===== src/rtl/imm_gen_pipe.sv =====
// ---------------------------------------------------------------------------
// imm_gen_pipe
//
// Pipelined immediate generator for the RV32I/RV64I decode stage. Fetched
// instructions arrive over a valid/ready handshake. Each one is classified by
// its full 7-bit opcode into R/I/S/B/U/J (or ILL). The block produces the
// sign- or zero-extended XLEN-bit immediate, a 3-bit format code and an
// illegal flag. The sideband tag passes through untouched.
//
// A one-entry output register plus a one-entry skid register keep one result
// per cycle flowing under backpressure. in_ready is taken from registered
// state only, so there is no combinational path from out_ready to in_ready.
//
// Parameters:
//   XLEN   datapath width, 32 or 64
//   TAG_W  width of the sideband tag
//
// Ports:
//   clk          system clock, rising edge
//   reset        asynchronous reset, active low
//   flush        synchronous flush, empties both entries
//   in_valid     instruction present
//   in_ready     block can accept an instruction (skid entry empty)
//   in_instr     32-bit instruction word
//   in_tag       sideband tag
//   out_valid    result present
//   out_ready    consumer accepts the result
//   out_imm      extended immediate
//   out_fmt      R=0 I=1 S=2 B=3 U=4 J=5 ILL=7
//   out_illegal  opcode not recognised
//   out_tag      tag of the result
//
// Optional build macro IMM_GEN_PERF_EN adds:
//   perf_sel     selects a per-format counter (5 and 7 both pick J/ILL)
//   perf_cnt     selected 32-bit saturating counter value
// With the macro undefined these ports and the counters do not exist.
// ---------------------------------------------------------------------------
module imm_gen_pipe #(
    parameter int XLEN  = 64,
    parameter int TAG_W = 8
) (
    input  logic             clk,
    input  logic             reset,
    input  logic             flush,
    input  logic             in_valid,
    output logic             in_ready,
    input  logic [31:0]      in_instr,
    input  logic [TAG_W-1:0] in_tag,
    output logic             out_valid,
    input  logic             out_ready,
    output logic [XLEN-1:0]  out_imm,
    output logic [2:0]       out_fmt,
    output logic             out_illegal,
    output logic [TAG_W-1:0] out_tag
`ifdef IMM_GEN_PERF_EN
    ,
    input  logic [2:0]       perf_sel,
    output logic [31:0]      perf_cnt
`endif
);

    typedef enum logic [2:0] {
        FMT_R   = 3'd0,
        FMT_I   = 3'd1,
        FMT_S   = 3'd2,
        FMT_B   = 3'd3,
        FMT_U   = 3'd4,
        FMT_J   = 3'd5,
        FMT_ILL = 3'd7
    } fmt_e;

    localparam logic [6:0] OP_LOAD   = 7'b0000011;
    localparam logic [6:0] OP_IMM    = 7'b0010011;
    localparam logic [6:0] OP_IMM32  = 7'b0011011;
    localparam logic [6:0] OP_JALR   = 7'b1100111;
    localparam logic [6:0] OP_SYSTEM = 7'b1110011;
    localparam logic [6:0] OP_STORE  = 7'b0100011;
    localparam logic [6:0] OP_BRANCH = 7'b1100011;
    localparam logic [6:0] OP_LUI    = 7'b0110111;
    localparam logic [6:0] OP_AUIPC  = 7'b0010111;
    localparam logic [6:0] OP_JAL    = 7'b1101111;
    localparam logic [6:0] OP_REG    = 7'b0110011;
    localparam logic [6:0] OP_REG32  = 7'b0111011;

    localparam bit RV64 = (XLEN == 64);

    // Decoded (not yet registered) view of in_instr.
    logic [6:0]  opcode;
    logic [2:0]  funct3;
    logic        is_shift;
    logic [63:0] dec_imm64;
    fmt_e        dec_fmt;
    logic        dec_ill;

    // Skid entry, only ever occupied while the output register is stalled.
    logic             skid_valid;
    logic [XLEN-1:0]  skid_imm;
    logic [2:0]       skid_fmt;
    logic             skid_illegal;
    logic [TAG_W-1:0] skid_tag;

    logic in_xfer;
    logic out_xfer;

    assign in_ready = ~skid_valid;
    assign in_xfer  = in_valid & in_ready;
    assign out_xfer = out_valid & out_ready;

    // Immediate decode. Everything is built at 64 bits and truncated to
    // XLEN afterwards; truncating a sign-extended value is still correctly
    // sign-extended, so RV32 needs no separate path except for shamt width
    // and the *W opcodes, which do not exist there.
    always_comb begin
        opcode    = in_instr[6:0];
        funct3    = in_instr[14:12];
        is_shift  = (funct3 == 3'b001) || (funct3 == 3'b101);
        dec_imm64 = 64'd0;
        dec_fmt   = FMT_ILL;
        dec_ill   = 1'b1;
        case (opcode)
            OP_LOAD, OP_JALR, OP_SYSTEM: begin
                dec_fmt   = FMT_I;
                dec_ill   = 1'b0;
                dec_imm64 = {{52{in_instr[31]}}, in_instr[31:20]};
            end
            OP_IMM: begin
                dec_fmt = FMT_I;
                dec_ill = 1'b0;
                if (is_shift) begin
                    // shamt is zero-extended; funct7 bits above it are not
                    // part of the immediate.
                    if (RV64) begin
                        dec_imm64 = {58'd0, in_instr[25:20]};
                    end else begin
                        dec_imm64 = {59'd0, in_instr[24:20]};
                    end
                end else begin
                    dec_imm64 = {{52{in_instr[31]}}, in_instr[31:20]};
                end
            end
            OP_IMM32: begin
                if (RV64) begin
                    dec_fmt = FMT_I;
                    dec_ill = 1'b0;
                    if (is_shift) begin
                        dec_imm64 = {59'd0, in_instr[24:20]};
                    end else begin
                        dec_imm64 = {{52{in_instr[31]}}, in_instr[31:20]};
                    end
                end
            end
            OP_STORE: begin
                dec_fmt   = FMT_S;
                dec_ill   = 1'b0;
                dec_imm64 = {{52{in_instr[31]}}, in_instr[31:25], in_instr[11:7]};
            end
            OP_BRANCH: begin
                dec_fmt   = FMT_B;
                dec_ill   = 1'b0;
                dec_imm64 = {{51{in_instr[31]}}, in_instr[31], in_instr[7],
                             in_instr[30:25], in_instr[11:8], 1'b0};
            end
            OP_LUI, OP_AUIPC: begin
                dec_fmt   = FMT_U;
                dec_ill   = 1'b0;
                dec_imm64 = {{32{in_instr[31]}}, in_instr[31:12], 12'd0};
            end
            OP_JAL: begin
                dec_fmt   = FMT_J;
                dec_ill   = 1'b0;
                dec_imm64 = {{43{in_instr[31]}}, in_instr[31], in_instr[19:12],
                             in_instr[20], in_instr[30:21], 1'b0};
            end
            OP_REG: begin
                dec_fmt = FMT_R;
                dec_ill = 1'b0;
            end
            OP_REG32: begin
                if (RV64) begin
                    dec_fmt = FMT_R;
                    dec_ill = 1'b0;
                end
            end
            default: begin
                dec_fmt = FMT_ILL;
                dec_ill = 1'b1;
            end
        endcase
    end

    // Output register and skid entry. Flush wins over everything and drops
    // any input presented that cycle. When the output register is free (or
    // being taken) it is refilled from the skid entry first so order stays
    // FIFO; in_ready is low whenever the skid is full, so a new input can
    // never compete with a skid reload.
    always_ff @(posedge clk or negedge reset) begin
        if (!reset) begin
            out_valid    <= 1'b0;
            out_imm      <= '0;
            out_fmt      <= 3'd0;
            out_illegal  <= 1'b0;
            out_tag      <= '0;
            skid_valid   <= 1'b0;
            skid_imm     <= '0;
            skid_fmt     <= 3'd0;
            skid_illegal <= 1'b0;
            skid_tag     <= '0;
        end else if (flush) begin
            out_valid  <= 1'b0;
            skid_valid <= 1'b0;
        end else if (out_xfer || !out_valid) begin
            if (skid_valid) begin
                out_valid   <= 1'b1;
                out_imm     <= skid_imm;
                out_fmt     <= skid_fmt;
                out_illegal <= skid_illegal;
                out_tag     <= skid_tag;
                skid_valid  <= 1'b0;
            end else if (in_xfer) begin
                out_valid   <= 1'b1;
                out_imm     <= dec_imm64[XLEN-1:0];
                out_fmt     <= dec_fmt;
                out_illegal <= dec_ill;
                out_tag     <= in_tag;
            end else begin
                out_valid <= 1'b0;
            end
        end else if (in_xfer) begin
            skid_valid   <= 1'b1;
            skid_imm     <= dec_imm64[XLEN-1:0];
            skid_fmt     <= dec_fmt;
            skid_illegal <= dec_ill;
            skid_tag     <= in_tag;
        end
    end

`ifdef IMM_GEN_PERF_EN
    // Per-format counters: 0..4 map to R/I/S/B/U, slot 5 is shared by J and
    // ILL. They count output transfers and survive flush.
    logic [31:0] perf_ctr [6];
    logic [2:0]  perf_idx;

    always_comb begin
        perf_idx = (out_fmt >= 3'd5) ? 3'd5 : out_fmt;
    end

    always_ff @(posedge clk or negedge reset) begin
        if (!reset) begin
            for (int i = 0; i < 6; i++) begin
                perf_ctr[i] <= 32'd0;
            end
        end else if (out_xfer) begin
            for (int i = 0; i < 6; i++) begin
                if ((3'(i) == perf_idx) && (perf_ctr[i] != 32'hFFFF_FFFF)) begin
                    perf_ctr[i] <= perf_ctr[i] + 32'd1;
                end
            end
        end
    end

    always_comb begin
        perf_cnt = 32'd0;
        case (perf_sel)
            3'd0: perf_cnt = perf_ctr[0];
            3'd1: perf_cnt = perf_ctr[1];
            3'd2: perf_cnt = perf_ctr[2];
            3'd3: perf_cnt = perf_ctr[3];
            3'd4: perf_cnt = perf_ctr[4];
            3'd5, 3'd7: perf_cnt = perf_ctr[5];
            default: perf_cnt = 32'd0;
        endcase
    end
`endif

endmodule


===== config.mk =====
export PLATFORM = sky130hd
export DESIGN_NAME = imm_gen_pipe
export DESIGN_NICKNAME = d
export VERILOG_FILES = /design/src/rtl/imm_gen_pipe.sv
export SDC_FILE = /design/constraint.sdc
export NUM_CORES = 1
export LEC_CHECK = 0
export BUFFER_PORTS_ARGS = -buffer_cell sky130_fd_sc_hd__buf_2
export CORE_ASPECT_RATIO = 0.9
export CORE_MARGIN = 2
export CORE_UTILIZATION = 57
export DETAILED_ROUTE_END_ITERATION = 10
export PLACE_DENSITY = 0.91
export SYNTH_ARGS = -nofsm -noshare
export SYNTH_HDL_FRONTEND = slang
export SYNTH_SLANG_ARGS = --single-unit

===== constraint.sdc =====
create_clock -name clk -period 3.78 [get_ports clk]
set_clock_uncertainty 0.2 [all_clocks]
set_input_delay 0.189 -clock clk [delete_from_list [all_inputs] [get_ports clk]]
set_output_delay 0.189 -clock clk [all_outputs]
set_load 0.005 [all_outputs]

# [Yosys cells after proc, flatten, opt, wreduce, memory -nomap -nowiden]
# Cells that the tools add are included.
# W data, S select, Z words.
[totals] register_bits=154 output_inout_bits=78 wordCells=62
[classes] n_mux=20 reduce_logical=13 eq_ne=14 n_bitwise=5
[op_table] operator="$pmux W64 S7" n=1
[op_table] operator="$mux W64" n=4
[op_table] operator="$eq A7 B6 Y1 const B" n=4
[op_table] operator="$eq A7 B7 Y1 const B" n=4
[op_table] operator="$eq A7 B5 Y1 const B" n=3
[op_table] operator="$pmux W3 S6" n=1
[op_table] operator="$mux W8" n=2
[op_table] operator="$reduce_or A12 Y1" n=1
[op_table] operator="$mux W1" n=10
[op_table] operator="$eq A7 B2 Y1 const B" n=1
[op_table] operator="$mux W3" n=2
[op_table] operator="$reduce_and A3 Y1" n=2
[op_table] operator="$reduce_or A5 Y1" n=1
[op_table] operator="$reduce_bool A2 Y1" n=2
[op_table] operator="$reduce_or A2 Y1" n=2
[op_table] operator="$eq A3 B1 Y1 const B" n=1
[op_table] operator="$eq A3 B3 Y1 const B" n=1
[op_table] operator="$not A1 Y1" n=3
[op_table] operator="$reduce_bool A3 Y1" n=1
[op_table] operator="$reduce_or A3 Y1" n=1
[op_table] operator="$and A1 B1 Y1" n=2
[op_table] operator="$logic_or A1 B1 Y1" n=2
[op_table] operator="$logic_not A1 Y1" n=1

# [Logic depth before layout (Yosys ltp)]
[depth] word_depth=6 depth_mapped=7 ltp_nobuf=5

# [Worst setup path before layout]
# OpenSTA, ideal clock, no wires.
[synth_path] path_kind="register to register" from="register out_valid" to="register out_imm[12]" synth_period_minus_slack_ns=1.951 arrival_time_ns=1.609 path_stages_with_launch=7 setup_slack_ns=1.829 cell_sequence="dfrtp_1 -> nor2b_1 -> or3_1 -> clkbuf_1 -> nor2_1 -> clkbuf_1 -> a31oi_1"
[synth_via] elab_chain_cells=3 elab_cells_between_ends=4
[synth_rtl] element="start, declared" line_no="49" rtl="output logic out_valid,"
[synth_rtl] element="start signal, assigned" line_no="198" rtl="out_valid <= 1'b0;"
[synth_rtl] element="start signal, assigned" line_no="209" rtl="out_valid <= 1'b0;"
[synth_rtl] element="start signal, assigned" line_no="213" rtl="out_valid <= 1'b1;"
[synth_rtl] element="$and A1 B1 Y1 / $logic_not A1 Y1 (equally long branches)" line_no="107, 211"
[synth_rtl] element="$logic_or A1 B1 Y1 (*)" line_no="211" rtl="end else if (out_xfer || !out_valid) begin"
[synth_rtl] element="$reduce_and A3 Y1 (no line) (*)"
[synth_rtl] element="end signal, assigned" line_no="214" rtl="out_imm <= skid_imm;"
[synth_rtl] element="end signal, assigned" line_no="221" rtl="out_imm <= dec_imm64[XLEN-1:0];"
[synth_rtl] element="end, declared" line_no="51" rtl="output logic [XLEN-1:0] out_imm,"
# Every way passes the cells marked *; elsewhere a longest branch is shown, timed or not.
# A chain may end at the register's enable or synchronous reset.

# [Worst setup path after layout]
[layout_path] from="register skid_valid" to="register out_imm[3]"
[layout_via] elab_chain_cells=4 elab_cells_between_ends=5
[layout_rtl] element="start, declared" line_no="96" rtl="logic skid_valid;"
[layout_rtl] element="start signal, assigned" line_no="203" rtl="skid_valid <= 1'b0;"
[layout_rtl] element="start signal, assigned" line_no="210" rtl="skid_valid <= 1'b0;"
[layout_rtl] element="start signal, assigned" line_no="218" rtl="skid_valid <= 1'b0;"
[layout_rtl] element="$not A1 Y1" line_no="105" rtl="assign in_ready = ~skid_valid;"
[layout_rtl] element="$and A1 B1 Y1" line_no="106" rtl="assign in_xfer = in_valid & in_ready;"
[layout_rtl] element="$reduce_bool A2 Y1 (no line)"
[layout_rtl] element="$reduce_and A3 Y1 (no line)"
# Several ways; a longest one is shown, not always the timed one.

==> metrics.txt <==
RSZ-0062 raised after global routing false; setup violators final 0; Core Rows 30; fin area 0.00549 mm2; Critical Path AT 3.31 ns; total routed wirelength 12300 um; post-CTS setup buffer count 0; grt total ovfl 0; Distinct cells, synth 50; Comb power frac 19.0%; synth top area cells dfrtp_1 50%, nand2_1 7.0%, o21ai_0 5.7%; initial antenna violation count 0; met3 usage 6.30%; CTS tree yes; die area 0.00859 mm2; critical path required time 3.88 ns; chip height 88.1 um; Synth Warn # 0; post-route minimum period 3.21 ns; switching share of power 29.0%; Synth Instances 495; Reg power frac 52.4%; post-synthesis sequential area ratio 50.3%; dpl cell area 0.00488 mm2; ant diodes 0; Worst Path Class, Setup reg -> reg; Pint 0.00165 W; synth-to-layout area growth 22.6%; nets 652; worst hold slack 0.0443 ns; Post-Syn Area per Cell 9.05 um2; Buffers on Ports 122; endpoints failing hold 0; most common cell in the netlist dfrtp_1; worst vdd rail ir drop 240 uV; met2 Use GR 47.0%; Net Switching 0.000675 W; share of cells above drive strength 1 25.7%; WL/cell 17.4 um; Critical Path Max Stage Delay 0.95 ns; TNS Setup 0 ns; ys flop type dfrtp_1; routed vias 4337; setup slack, reg-to-reg 0.57 ns; Seq cells post-synth 90; maxcap violations 0; DR DRC count 0; worst reg2reg endpoint out_imm[3]$_DFFE_PN0P_; Hold Path End out_imm[5]$_DFFE_PN0P_; busiest metal layer after global routing met2; syn nets 540; pin count of the biggest net entering global routing 60; worst slew pin tran 1.25 ns; post-cts sizing count 0; Via-to-Cell Ratio 6.13; # clock sinks 90; Die Wd 97.5 um; Clock Power Share 28.6%; reg2reg path depth 6; status finished clean; TritonCTS buffer count 9; Worst setup startpoint skid_valid$_DFFE_PN0P_; Hold Path Cell Cnt 3; Worst Min Path Start in_instr[0]; post-route ant nets 0; Synth top area share 50.3%; Core ar. 0.00758 mm2; Worst path slowest cell or3_1; M1 GR Usage 38.3%; global-route wire length before repair 19700 um; worst-skew pair later-pin latency 0.36 ns; root buffer cell clkbuf_8; EDFF count, synth 0; CP startpoint kind register; Synth area leader dfrtp_1; non-filler instance count after layout 707; Post-Syn Area 0.00448 mm2; placed insts 651; Placer Congestion 0.911; reg2reg start skid_valid$_DFFE_PN0P_; max frequency 311 MHz; Slew HR 16.9%; top post-synthesis cells by count 90 x dfrtp_1, 84 x nand2_1, 51 x o21ai_0; crit share post-route 85.0%; worst path cell trace nor2_1 -> or3_1 -> nor2_1 -> buf_4 -> a31oi_1 -> dlygate4sd3_1; H-tree Lvls 3; Cell Pwr Density 424 mW/mm2; Crit. End Element register; P_leak 2.54 nW; Initial Utilization 59.1%; Worst Hold Class in -> reg; All-Layer GR Usage 28.9%; 1st-pass router iterations 6; hpwl dp 7670 um; vias in the first global route 4037; clock tree buffer depth 2; final slew viol count 0; cell mode on critical path nor2_1; clk slew on worst S/H paths 0.09 ns; asr flop ratio synth 100%; hold buffer count at cts 41; CP max FO 40; Boundary Pins 123; DRT iter0 DRCs 545
==> critical path, delay by kind of cell, from the launching register on <==
| family | cells | cell delay (ns) |
|---|---|---|
| and+or+nand+nor | 3 | 1.33 |
| DFF | 1 | 0.55 |
| AOI/OAI and AO/OA | 1 | 0.22 |
| buffers and inverters | 2 | 0.83 |
==> logic make-up (layout without fill, tap and decap cells) <==
| kind of cell | count (synthesis) | after routing | synth area share (%) |
|---|---|---|---|
| muxes | 9 | 9 | 2.01 |
| and+or+nand+nor | 188 | 188 | 20.1 |
| xor gates and xnor gates | 1 | 1 | 0.196 |
| buffers and inverters | 71 | 187 | 8.80 |
| adders and majority gates | 1 | 1 | 0.223 |
| DFF | 90 | 90 | 50.3 |
| AOI/OAI and AO/OA | 135 | 135 | 18.5 |
==> state kept, by name, indices dropped and copies added (netlist names) <==
| register | count |
|---|---|
| out_imm | 32 |
| out_fmt | 3 |
| skid_valid | 1 |
| out_tag | 8 |
| skid_fmt | 3 |
| skid_imm | 32 |
| skid_tag | 8 |
| out_illegal | 1 |
| skid_illegal | 1 |
| out_valid | 1 |
==> through the flow <==
stage | total power [W] | utilization [%] | setup slack, ns
floorplan | 0.00144 | - | 1.83
global placement | 0.00159 | 64.4 | 1.10
detailed placement | 0.00162 | 64.4 | 0.958
CTS | 0.00231 | 72.4 | 0.721
global route | 0.00243 | 72.4 | 0.418
finish | 0.00233 | 72.4 | 0.567
==> cell type report <==
type / instances / area (um2)
fill: 529 / 2090
timing repair buffer: 169 / 1070
inverter: 3 / 11.3
clock inverter: 5 / 62.6
multi-input combinational: 334 / 1840
tap: 96 / 120
sequential: 90 / 2250
clock buffer: 10 / 138
==> layout by cell type, fill, tap and decap left out, types with 2 or more instances in the layout <==
master and n:
buf_2 121, dfrtp_1 90, nand2_1 84, o21ai_0 51, dlygate4sd3_1 41, nor2_1 38, a31oi_1 37, or3_1 28
a21oi_1 23, clkbuf_8 10, mux2i_1 9, and3_1 7, buf_4 7, nand3_1 6, a221o_1 5, inv_1 3
nand2b_1 3, nor3_1 3, or2_2 2, o211ai_1 2, o21ai_2 2, nor3b_1 2, a211oi_1 2, o311ai_0 2
clkinvlp_4 2, inv_6 2
==> power by group through the flow <==
stage,clock (W),sequential [W],combinational [W]
finish,0.000665,0.00122,0.000443
detailed placement,0,0.00123,0.000392
CTS,0.000670,0.00121,0.000433
floorplan,0,0.00121,0.000226
global placement,0,0.00122,0.000370
global route,0.000700,0.00124,0.000495
==> routing by layer <==
| layer | vias up | routed length, um |
|---|---|---|
| li1 | 1938 | - |
| met1 | 2066 | 4950 |
| met2 | 287 | 5780 |
| met3 | 46 | 1200 |
| met4 | 0 | 366 |
| met5 | - | 0 |
==> worst max-delay path by stage <==
stage                                    endpoint  slack [ns]  cells after the start
after floorplan           out_imm[12]$_DFFE_PN0P_        1.83                      6
after detailed placement  out_imm[30]$_DFFE_PN0P_        0.96                      4
after CTS                  out_imm[3]$_DFFE_PN0P_        0.72                      6
final                      out_imm[3]$_DFFE_PN0P_        0.57                      6
after global placement    out_imm[23]$_DFFE_PN0P_        1.10                      4
after global routing       out_imm[3]$_DFFE_PN0P_        0.42                      6
Note: power is estimated with default switching activity, not from simulation.
